File: src/rtl/id_hazard_scheduler.sv
// id_hazard_scheduler: decode-stage hazard scheduler.
// Keeps a two-entry scoreboard (EX, MEM) of in-flight instructions and
// derives the ID stall, the branch-compare forwarding selects and the
// IF/ID flush from it and from the current ID-stage fields.
// Optional feature macro: HAZARD_STATS_EN adds saturating stall/flush counters.
module id_hazard_scheduler #(
  parameter int REG_W = 5
) (
  input  logic             clk,
  input  logic             rst_n,
  input  logic             idValid,
  input  logic [REG_W-1:0] rs,
  input  logic [REG_W-1:0] rt,
  input  logic             idUsesRs,
  input  logic             idUsesRt,
  input  logic             idBranch,
  input  logic             idRegWrite,
  input  logic             idMemRead,
  input  logic [REG_W-1:0] idDestReg,
  input  logic             PCSrc,
  input  logic             Jump,
  input  logic             freeze,
  output logic             stall,
  output logic             ForwardAD,
  output logic             ForwardBD,
`ifdef HAZARD_STATS_EN
  output logic [31:0]      stallCount,
  output logic [31:0]      flushCount,
`endif
  output logic             flushIFID
);

  typedef struct packed {
    logic             valid;
    logic             reg_write;
    logic             mem_read;
    logic [REG_W-1:0] dest;
  } sb_entry_t;

  sb_entry_t ex_q, ex_d;
  sb_entry_t mem_q, mem_d;

  logic rs_rel, rt_rel;
  logic hazard_rs, hazard_rt;

  // An entry matches a source when it is live and targets that register.
  function automatic logic hit(input sb_entry_t e, input logic [REG_W-1:0] src);
    return e.valid && (e.dest == src);
  endfunction

  // A source taking part in a branch compare or an ALU op can be blocked by
  // a load still in EX, an ALU result still in EX (compare only) or a load
  // in MEM (compare only); later results arrive via register-file write-through.
  function automatic logic src_hazard(input sb_entry_t ex, input sb_entry_t mem,
                                      input logic [REG_W-1:0] src, input logic br);
    return (hit(ex, src) && ex.mem_read) ||
           (br && hit(ex, src) && ex.reg_write) ||
           (br && hit(mem, src) && mem.mem_read);
  endfunction

  // Hazard detection and forwarding selects, purely from scoreboard + ID fields.
  always_comb begin
    // NOTE: every signal gets a default first so no path leaves it unassigned (no latch).
    rs_rel    = idUsesRs && (rs != '0);
    rt_rel    = idUsesRt && (rt != '0);
    hazard_rs = rs_rel && src_hazard(ex_q, mem_q, rs, idBranch);
    hazard_rt = rt_rel && src_hazard(ex_q, mem_q, rt, idBranch);

    stall     = freeze || (idValid && (hazard_rs || hazard_rt));

    ForwardAD = idBranch && rs_rel && hit(mem_q, rs) && mem_q.reg_write && !mem_q.mem_read;
    ForwardBD = idBranch && rt_rel && hit(mem_q, rt) && mem_q.reg_write && !mem_q.mem_read;

    // A redirect is only honoured once the branch/jump is allowed to leave ID.
    flushIFID = idValid && (PCSrc || Jump) && !stall;
  end

  // Scoreboard next state: advance unless frozen; a stall injects a bubble into EX.
  always_comb begin
    ex_d  = ex_q;
    mem_d = mem_q;
    if (!freeze) begin
      mem_d           = ex_q;
      ex_d.valid      = idValid && !stall;
      ex_d.reg_write  = idRegWrite;
      ex_d.mem_read   = idMemRead;
      ex_d.dest       = idDestReg;
    end
  end

  // Scoreboard registers.
  always_ff @(posedge clk or negedge rst_n) begin
    // NOTE: sequential state uses non-blocking assignments so all flops sample together.
    if (!rst_n) begin
      ex_q  <= '0;
      mem_q <= '0;
    end else begin
      ex_q  <= ex_d;
      mem_q <= mem_d;
    end
  end

`ifdef HAZARD_STATS_EN
  logic [31:0] stall_cnt_q, stall_cnt_d;
  logic [31:0] flush_cnt_q, flush_cnt_d;

  // Saturating event counters: hazard stalls (not freezes) and IF/ID flushes.
  always_comb begin
    stall_cnt_d = stall_cnt_q;
    flush_cnt_d = flush_cnt_q;
    if (stall && !freeze && (stall_cnt_q != '1)) stall_cnt_d = stall_cnt_q + 32'd1;
    if (flushIFID && (flush_cnt_q != '1))        flush_cnt_d = flush_cnt_q + 32'd1;
  end

  // Counter registers.
  always_ff @(posedge clk or negedge rst_n) begin
    if (!rst_n) begin
      stall_cnt_q <= '0;
      flush_cnt_q <= '0;
    end else begin
      stall_cnt_q <= stall_cnt_d;
      flush_cnt_q <= flush_cnt_d;
    end
  end

  assign stallCount = stall_cnt_q;
  assign flushCount = flush_cnt_q;
`endif

endmodule

File: config.mk
export PLATFORM = sky130hd
export DESIGN_NAME = id_hazard_scheduler
export DESIGN_NICKNAME = d
export VERILOG_FILES = /design/src/rtl/id_hazard_scheduler.sv
export SDC_FILE = /design/constraint.sdc
export NUM_CORES = 1
export LEC_CHECK = 0
export CORE_MARGIN = 1
export CORE_UTILIZATION = 40
export CTS_CLUSTER_DIAMETER = 40
export CTS_CLUSTER_SIZE = 12
export DETAILED_ROUTE_END_ITERATION = 8
export GPL_ROUTABILITY_DRIVEN = 0
export GPL_TIMING_DRIVEN = 0
export PLACE_DENSITY = 0.74
export SLEW_MARGIN = 20
export SYNTH_ARGS = -nofsm -noshare
export SYNTH_HDL_FRONTEND = slang
export SYNTH_SLANG_ARGS = --single-unit
export TNS_END_PERCENT = 20
File: constraint.sdc
create_clock -name clk -period 2 [get_ports clk]
set_input_delay 0.4 -clock clk [delete_from_list [all_inputs] [get_ports clk]]
set_output_delay 0.4 -clock clk [all_outputs]
set_load 0.03 [all_outputs]
==> results of run 1 <==
layout make-up:
| type | count | area (sq um) | area share (%) |
|---|---|---|---|
| multi-input cells | 61 | 573.1 | 43.17 |
| clock buffers | 4 | 36.28 | 2.733 |
| repair buffers | 29 | 271.5 | 20.45 |
| well taps | 28 | 35.03 | 2.639 |
| flip-flops and latches | 16 | 400.4 | 30.16 |
| inverters | 1 | 3.754 | 0.2828 |
| plain buffers | 2 | 7.507 | 0.5655 |
logic make-up (layout without fill, tap and decap cells):
family                 Yosys count  count (layout)  share of synthesized area, %
buffers and inverters            3              36                         1.206
multiplexers                    15              15                         18.10
XOR/XNOR                        20              20                         18.77
AO/OA/AOI/OAI                    6               6                         4.826
flip-flops                      16              16                         42.90
AND/OR/NAND/NOR                 20              20                         14.21
cells in the final DEF, fill, tap and decap left out, drive strengths merged:
| cell type | n |
|---|---|
| a21o | 1 |
| and3b | 2 |
| buf | 10 |
| clkbuf | 7 |
| clkdlybuf4s15 | 2 |
| clkdlybuf4s50 | 14 |
| dfrtp | 16 |
| dlygate4sd2 | 2 |
| inv | 1 |
| mux2 | 15 |
| nand2 | 1 |
| nand3 | 4 |
| nand4 | 4 |
| nor2 | 1 |
| nor3 | 4 |
| nor4 | 1 |
| o21a | 1 |
| o21ai | 2 |
| o22a | 1 |
| o31ai | 1 |
| or3 | 1 |
| or4 | 2 |
| xnor2 | 20 |
metrics by stage:
step,hold slack (ns),util [%]
2_1_floorplan,0.1044,-
3_3_place_gp,0.4981,56.84
3_5_place_dp,0.5179,56.84
4_1_cts,0.5382,60.18
5_1_grt,0.5547,60.01
6_report,0.5331,60.01
final timing paths:
kind / endpoint / slack (ns) / cells past startpoint
setup / recovery: stall / -0.38 / 7
hold / removal: mem_q[6]$_DFFE_PN0N_ / 0.53 / 1
setup reg to reg: ex_q[7]$_DFFE_PN0N_ / 0.55 / 5
hold reg to reg: mem_q[6]$_DFFE_PN0N_ / 0.53 / 1
max in group asynchronous: ex_q[2]$_DFFE_PN0N_ / 0.99 / 1
min in group asynchronous: ex_q[1]$_DFFE_PN0N_ / 0.54 / 1
flip-flops by register name (all words and copies together), names as in the netlist:
register	count
mem_q	8
ex_q	8
per-layer routing:
| layer | vias to the layer above | part of all wire [%] | global-route usage [%] |
|---|---|---|---|
| met5 | - | 0 | 0 |
| met4 | 0 | 0.52 | 6.944 |
| met3 | 2 | 3.2 | 2.424 |
| met2 | 14 | 51 | 29.56 |
| met1 | 348 | 45 | 21.84 |
| li1 | 354 | - | - |
where the power goes:
part	switching, uW	internal (uW)	total (uW)
clock network	103	111	214
logic	83.3	131	215
registers	42.2	363	406
cell usage after synthesis:
library cell | instances | area [sq um]
nor4_2 | 1 | 12.51
clkbuf_1 | 2 | 7.510
o22a_1 | 1 | 8.760
nor2_1 | 1 | 3.750
nand2_1 | 1 | 3.750
a21o_1 | 1 | 7.510
or4_1 | 1 | 7.510
or4_4 | 1 | 11.26
o21a_1 | 1 | 7.510
nand3_1 | 4 | 20.02
nand4_1 | 4 | 25.02
or3_4 | 1 | 11.26
mux2_1 | 8 | 90.09
o31ai_1 | 1 | 7.510
xnor2_1 | 20 | 175.2
dfrtp_1 | 16 | 400.4
mux2_2 | 7 | 78.83
nor3_1 | 4 | 20.02
o21ai_2 | 1 | 8.760
o21ai_1 | 1 | 5.000
and3b_1 | 2 | 17.52
inv_1 | 1 | 3.750
repair_timing:
item | CTS | global route
setup buffers | 1 | 0
resized for setup | 67 | 3
gates cloned | 0 | 0
pin swaps | 10 | 2
endpoints found under the setup margin | 5 | 4
==> flow_summary.toml, run 1 <==
[status]
status = "finished, violations left"
violations = "negative setup slack"

[flow_run]
cap_violations = 0

[setup_path]
cp_top_family = "simple AND/OR/NAND/NOR gates"
cp-end-kind = "output port"
crit_arrival_ns = 1.98
max_stage_delay_ns = 0.54
crit_start = "rs[4]"
rr_startpoint = "ex_q[6]$_DFFE_PN0N_"
timing.critical_path.buf_inv = 2
startpoint_type = "input pin"
critPathMaxFanout = 3
cp.required_ns = 1.60
path_cells = "buf_8 -> or4_4 -> o21ai_4 -> nor3_2 -> or3_4 -> o22a_1 -> buf_6"
path_class = "input pin to output port"
slowest_stage = "or4_4"

[clocking]
cts_made_buffers = 3
cts_root_buf = "clkbuf_4"
cts_tree = "yes"
cts_hold_buf = 0
clk_pin_slew_worst_paths_ns = 0.09
clk_latency_ns = 0.28
clock-sinks = 16
htree_levels = 1
cts_buffer_depth = 2

[pwr]
leakagePower_uw = 0.0005074
p_total_uw = 833.8
p_per_area_nw_per_um2 = 628.1
vdd_ir_drop_max_uv = 444.8

[die]
die_area_sq_um = 2531
core_sq_um = 2212
die_x_um = 50.31
io_pins = 30
fp.dieH_um = 50.31
start_util_pct = 42.19
rows = 17

[finish]
n_antenna_cell = 0
area_growth_pct = 42.22
fin_cells = 141
design_area_sq_um = 1328
fillCellCount = 184
drive_above_1_share_pct = 30.09
nets = 140

[timing]
fmax_mhz = 420.1
rsz0062_at_grt = "true"
finalMaxSlewViolations = 0
fin_crit_sh_pct = 119.0
fin_crit_ns = 2.380
setup_viol = 4
slew_headroom_pct = 50.50
fin_ws_ns = -0.3801
max_slew.worst_pin.slew_ns = 0.7401
hold_viol = 0
fin_tns_setup_ns = -0.9216
skew_ns = 0.002072

[drt]
first_pass_iters = 2
wl_um = 1912
via_count = 718
wl_per_cell_um = 13.56
drt_drc_violations_left = 0
vias_per_cell = 5.092
ant_nets = 0
drt_first_iter_violations = 3

[synthesis]
ys_ff_latch = 16
synth.distinct_cells = 22
syn_area_per_cell_sq_um = 11.67
synth_nets = 106
ys_warn_count = 0
synth_cells = 80
synth.yosys.seq_area_share_pct = 42.90
mappedNetlistArea_sq_um = 933.4

[placement]
dp_cells = 136
numPortBuffers = 28
post-dp-hpwl_um = 1501
dpl-instance-area_sq_um = 1257
post-place-ws_ns = -1.363

[grt]
grt_overflow = 0
grt_antenna_before_repair = 0
grt_pass1_vias = 764
grt_first_pass_wirelength_um = 3305
grt_start_max_net_pins = 17
grt_usage_pct = 17.31

[worst_hold_path]
hold_path_class = "flip-flop to flip-flop"
hold_path_startpoint = "mem_q[6]$_DFFE_PN0N_"
No activity file was read; power rests on OpenSTA's default activity.
==> run 2: changes to the inputs <==
--- a/config.mk
+++ b/config.mk
@@ -11,7 +11,6 @@
 export CTS_CLUSTER_SIZE = 12
 export DETAILED_ROUTE_END_ITERATION = 8
 export GPL_ROUTABILITY_DRIVEN = 0
-export GPL_TIMING_DRIVEN = 0
 export PLACE_DENSITY = 0.74
 export SLEW_MARGIN = 20
 export SYNTH_ARGS = -nofsm -noshare
==> flow_summary.toml, run 2 (same netlist as run 1, synthesis figures left out) <==
[timing]
fin_crit_sh_pct = 127.9
setup_viol = 4
fin_ws_ns = -0.5589
fmax_mhz = 390.8
finalMaxSlewViolations = 0
rsz0062_at_grt = "true"
fin_crit_ns = 2.559
fin_tns_setup_ns = -1.408
hold_viol = 0
skew_ns = 0.005575
max_slew.worst_pin.slew_ns = 0.2246
slew_headroom_pct = 84.90

[setup_path]
timing.critical_path.buf_inv = 4
rrSetupSlack_ns = 0.29
rr_startpoint = "ex_q[1]$_DFFE_PN0N_"
r2r_cells = 7
path_cells = "buf_2 -> or4_4 -> o21ai_2 -> buf_4 -> nor3_4 -> o21a_1 -> buf_4 -> nor4_4 -> buf_4"
cp_top_family = "simple AND/OR/NAND/NOR gates"
critPathMaxFanout = 2
slowest_stage = "or4_4"
reg2reg_to = "ex_q[7]$_DFFE_PN0N_"
path_class = "input pin to output port"
cp-end-kind = "output port"
crit_arrival_ns = 2.16
startpoint_type = "input pin"
cp.required_ns = 1.60
max_stage_delay_ns = 0.53
critical_path.most_common_cell = "buf_4"

[finish]
multi_input_area_sq_um = 566.8
layout_commonest_cell = "buf_4"
fillCellCount = 186
nets = 161
design_area_sq_um = 1491
area_growth_pct = 59.79
fin_cells = 162
seqCellArea_sq_um = 400.4
most-common-layout-cells = "buf_4 (23), xnor2_1 (20), dfrtp_1 (16), clkdlybuf4s50_1 (16), mux2_1 (8)"
reg_top3 = "ex_q (8), mem_q (8)"
fin_util_pct = 67.42
drive_above_1_share_pct = 39.55
n_antenna_cell = 0

[clocking]
clk_latency_ns = 0.28
clock-sinks = 16
cts_buffer_depth = 2
cts_made_buffers = 3
clk_pin_slew_worst_paths_ns = 0.10
cts_root_buf = "clkbuf_4"
cts_tree = "yes"
cts_hold_buf = 0
htree_levels = 1

[placement]
post-place-ws_ns = -1.106
dp_cells = 154
post-dp-hpwl_um = 1779
dpl-instance-area_sq_um = 1400
numPortBuffers = 29

[drt]
first_pass_iters = 4
wl_per_cell_um = 14.65
drt_drc_violations_left = 0
drt_first_iter_violations = 8
vias_per_cell = 5.111
via_count = 828
ant_nets = 0
wl_um = 2374

[worst_hold_path]
hold_path_class = "input pin to asynchronous set/reset pin"

[die]
core_sq_um = 2212
start_util_pct = 42.19
die_area_sq_um = 2531
io_pins = 30
die_x_um = 50.31
fp.dieH_um = 50.31
rows = 17

[grt]
grt_start_max_net_pins = 18
grt_first_pass_wirelength_um = 3850
grt_overflow = 0
grt_antenna_before_repair = 0
grt_usage_pct = 21.09
grt_pass1_vias = 837

[status]
violations = "negative setup slack"
status = "finished, violations left"

[pwr]
p_per_area_nw_per_um2 = 592.8
vdd_ir_drop_max_uv = 454.7
p_sw_share_pct = 27.90
p_clk_share_pct = 24.3
leakagePower_uw = 0.0006183
comb_power_share_pct = 29.7
p_seq_share_pct = 46.0
power_switching_uw = 246.7
intPower_uw = 637.4

[flow_run]
cap_violations = 0
-- run 2: worst max-delay path by stage --
| stage | from | endpoint | slack [ns] | depth (start not counted) |
|---|---|---|---|---|
| final | rt[4] | flushIFID | -0.56 | 9 |
| after global routing | rt[4] | flushIFID | -0.61 | 9 |
| after CTS | rs[1] | flushIFID | -0.58 | 8 |
| after detailed placement | rs[1] | stall | -1.11 | 7 |
| after global placement | rt[1] | stall | -1.08 | 7 |
| after floorplan | rt[1] | flushIFID | -0.33 | 5 |
-- run 2: layer usage --
metal	part of all wire (%)	track usage [%]	vias up
met2	56	39.56	22
met4	1.1	9.259	0
met5	0	0	-
met3	4.5	4.545	4
met1	38	22.22	406
li1	-	-	396
-- run 2: worst reg2reg max path: stages (launching register included) --
cell     delay (ns)
dfrtp_1        0.44
xnor2_1        0.16
nand4_1        0.13
nor3_2         0.07
or3_4          0.37
buf_6          0.13
buf_4          0.12
o31ai_1        0.21
-- run 2: repair_timing --
item,CTS,global route
gates cloned,0,0
setup endpoints to repair,5,4
hold endpoints to repair,0,0
pin swaps,9,5
buffers inserted,3,1
resized for setup,50,2
-- run 2: cell type report --
| cell class | instances | share of cell area [%] |
|---|---|---|
| sequential | 16 | 26.85 |
| tap | 28 | 2.349 |
| inverter | 1 | 0.2517 |
| timing repair buffer | 52 | 30.12 |
| multi-input combinational | 61 | 38.00 |
| clock buffer | 4 | 2.433 |
-- run 2: power by group through the flow --
stage               sequential [uW]  clock [uW]  combinational (uW)
floorplan                       402           0                 128
global placement                409           0                 244
detailed placement              413           0                 251
CTS                             407         221                 259
global route                    413         235                 283
finish                          407         215                 262
-- run 2: per-stage QoR --
| step | power (uW) | hold slack [ns] |
|---|---|---|
| floorplan | 530.0 | 0.1044 |
| global placement | 653.5 | 0.5032 |
| detailed placement | 664.3 | 0.5095 |
| CTS | 887.6 | 0.4155 |
| global route | 930.5 | 0.4467 |
| finish | 884.1 | 0.4142 |
==> run 3: changes to the inputs <==
==> constraint.sdc (replaced) <==
create_clock -name clk -period 2 [get_ports clk]
set_input_delay 0.2 -clock clk [delete_from_list [all_inputs] [get_ports clk]]
set_output_delay 0.2 -clock clk [all_outputs]
set_load 0.03 [all_outputs]
==> flow_summary.toml, run 3 (same netlist as run 1, synthesis figures left out) <==
[status]
status = "finished, violations left"
violations = "negative setup slack"

[finish]
n_antenna_cell = 0
reg_top3 = "ex_q (8), mem_q (8)"
area_growth_pct = 55.36
drive_above_1_share_pct = 38.46
layout_commonest_cell = "xnor2_1"
nets = 157
fillCellCount = 192
fin_cells = 158
most-common-layout-cells = "xnor2_1 (20), clkdlybuf4s50_1 (17), buf_4 (17)"
fin_util_pct = 65.55

[clocking]
clk_pin_slew_worst_paths_ns = 0.10
clock-sinks = 16
cts_buffer_depth = 2
cts_tree = "yes"
cts_made_buffers = 3
cts_hold_buf = 0
clk_latency_ns = 0.29
htree_levels = 1
cts_root_buf = "clkbuf_4"

[die]
rows = 17
start_util_pct = 42.19
die_area_sq_um = 2531
core_sq_um = 2212
fp.dieH_um = 50.31
io_pins = 30
die_x_um = 50.31

[pwr]
comb_power_share_pct = 29.0
power_switching_uw = 244.9
leakagePower_uw = 0.0005888
p_sw_share_pct = 27.91
p_seq_share_pct = 46.5
vdd_ir_drop_max_uv = 501.5
intPower_uw = 632.7
p_clk_share_pct = 24.5
p_per_area_nw_per_um2 = 605.2

[drt]
wl_um = 2298
ant_nets = 0
drt_first_iter_violations = 14
via_count = 822
vias_per_cell = 5.203
wl_per_cell_um = 14.54
drt_drc_violations_left = 0
first_pass_iters = 4

[setup_path]
r2r_cells = 6
rrSetupSlack_ns = 0.39
rr_startpoint = "ex_q[4]$_DFFE_PN0N_"
cp-end-kind = "output port"
startpoint_type = "input pin"
crit_arrival_ns = 1.98
path_class = "input pin to output port"
cp.required_ns = 1.80
critPathMaxFanout = 2
reg2reg_to = "ex_q[7]$_DFFE_PN0N_"

[timing]
fin_crit_ns = 2.179
fin_tns_setup_ns = -0.3052
fin_crit_sh_pct = 108.9
setup_viol = 2
skew_ns = 0.002150
max_slew.worst_pin.slew_ns = 0.7088
fin_ws_ns = -0.1790
slew_headroom_pct = 52.60
hold_viol = 0
rsz0062_at_grt = "true"
fmax_mhz = 458.9
finalMaxSlewViolations = 0
hold_slack_ns = 0.3275

[placement]
dp_cells = 152
post-place-ws_ns = -0.7359
numPortBuffers = 29

[grt]
grt_start_max_net_pins = 18
grt_antenna_before_repair = 0
grt_overflow = 0
grt_pass1_vias = 880
grt_first_pass_wirelength_um = 3767
grt_usage_pct = 20.52

[flow_run]
cap_violations = 0

[worst_hold_path]
hold_path_class = "input pin to asynchronous set/reset pin"
## run 3: final cells by class
type / count / area [sq um] / area share, %
clock buffer: 4 / 36.28 / 2.502
tap: 28 / 35.03 / 2.416
multi-input combinational: 61 / 553.0 / 38.14
timing repair buffer: 48 / 420.4 / 28.99
inverter: 1 / 3.754 / 0.2588
sequential: 16 / 401.6 / 27.70
## run 3: power by group through the flow
stage                     clock network, uW  registers, uW  logic, uW
after floorplan                           0            402        128
after global placement                    0            411        239
after detailed placement                  0            413        245
after CTS                               222            407        249
after global routing                    240            414        274
final                                   215            408        254
## run 3: how the worst max path moves through the flow
stage,slack [ns],startpoint,end,cells past startpoint
2_1_floorplan,0.07,rt[1],flushIFID,5
3_3_place_gp,-0.71,rt[1],stall,7
3_5_place_dp,-0.74,rt[3],stall,7
4_1_cts,-0.15,ex_q[4]$_DFFE_PN0N_,flushIFID,7
5_1_grt,-0.24,rs[2],flushIFID,8
6_report,-0.18,rs[2],flushIFID,8
## run 3: per-layer routing
metal  track usage [%]  routed length (um)
met2             37.11                1242
met4             8.333                  23
met5                 0                   0
met1             23.38                 955
met3             3.939                  77
## run 3: repair_timing
action	in CTS	in global routing
resized for setup	42	5
pin swaps	7	1
setup buffers	1	1
endpoints found under the setup margin	4	4
## run 3: critical path, cell delays in order
cell,delay (ns)
clkdlybuf4s15_2,0.19
or4_4,0.48
o21ai_2,0.20
nor3_1,0.06
or3_4,0.34
buf_6,0.13
nor4_4,0.21
buf_6,0.16
## run 3: through the flow
stage / area (sq um) / power (uW)
2_1_floorplan: 942.2 / 530.0
3_3_place_gp: 1385 / 649.9
3_5_place_dp: 1385 / 658.2
4_1_cts: 1439 / 877.4
5_1_grt: 1450 / 928.2
6_report: 1450 / 877.6
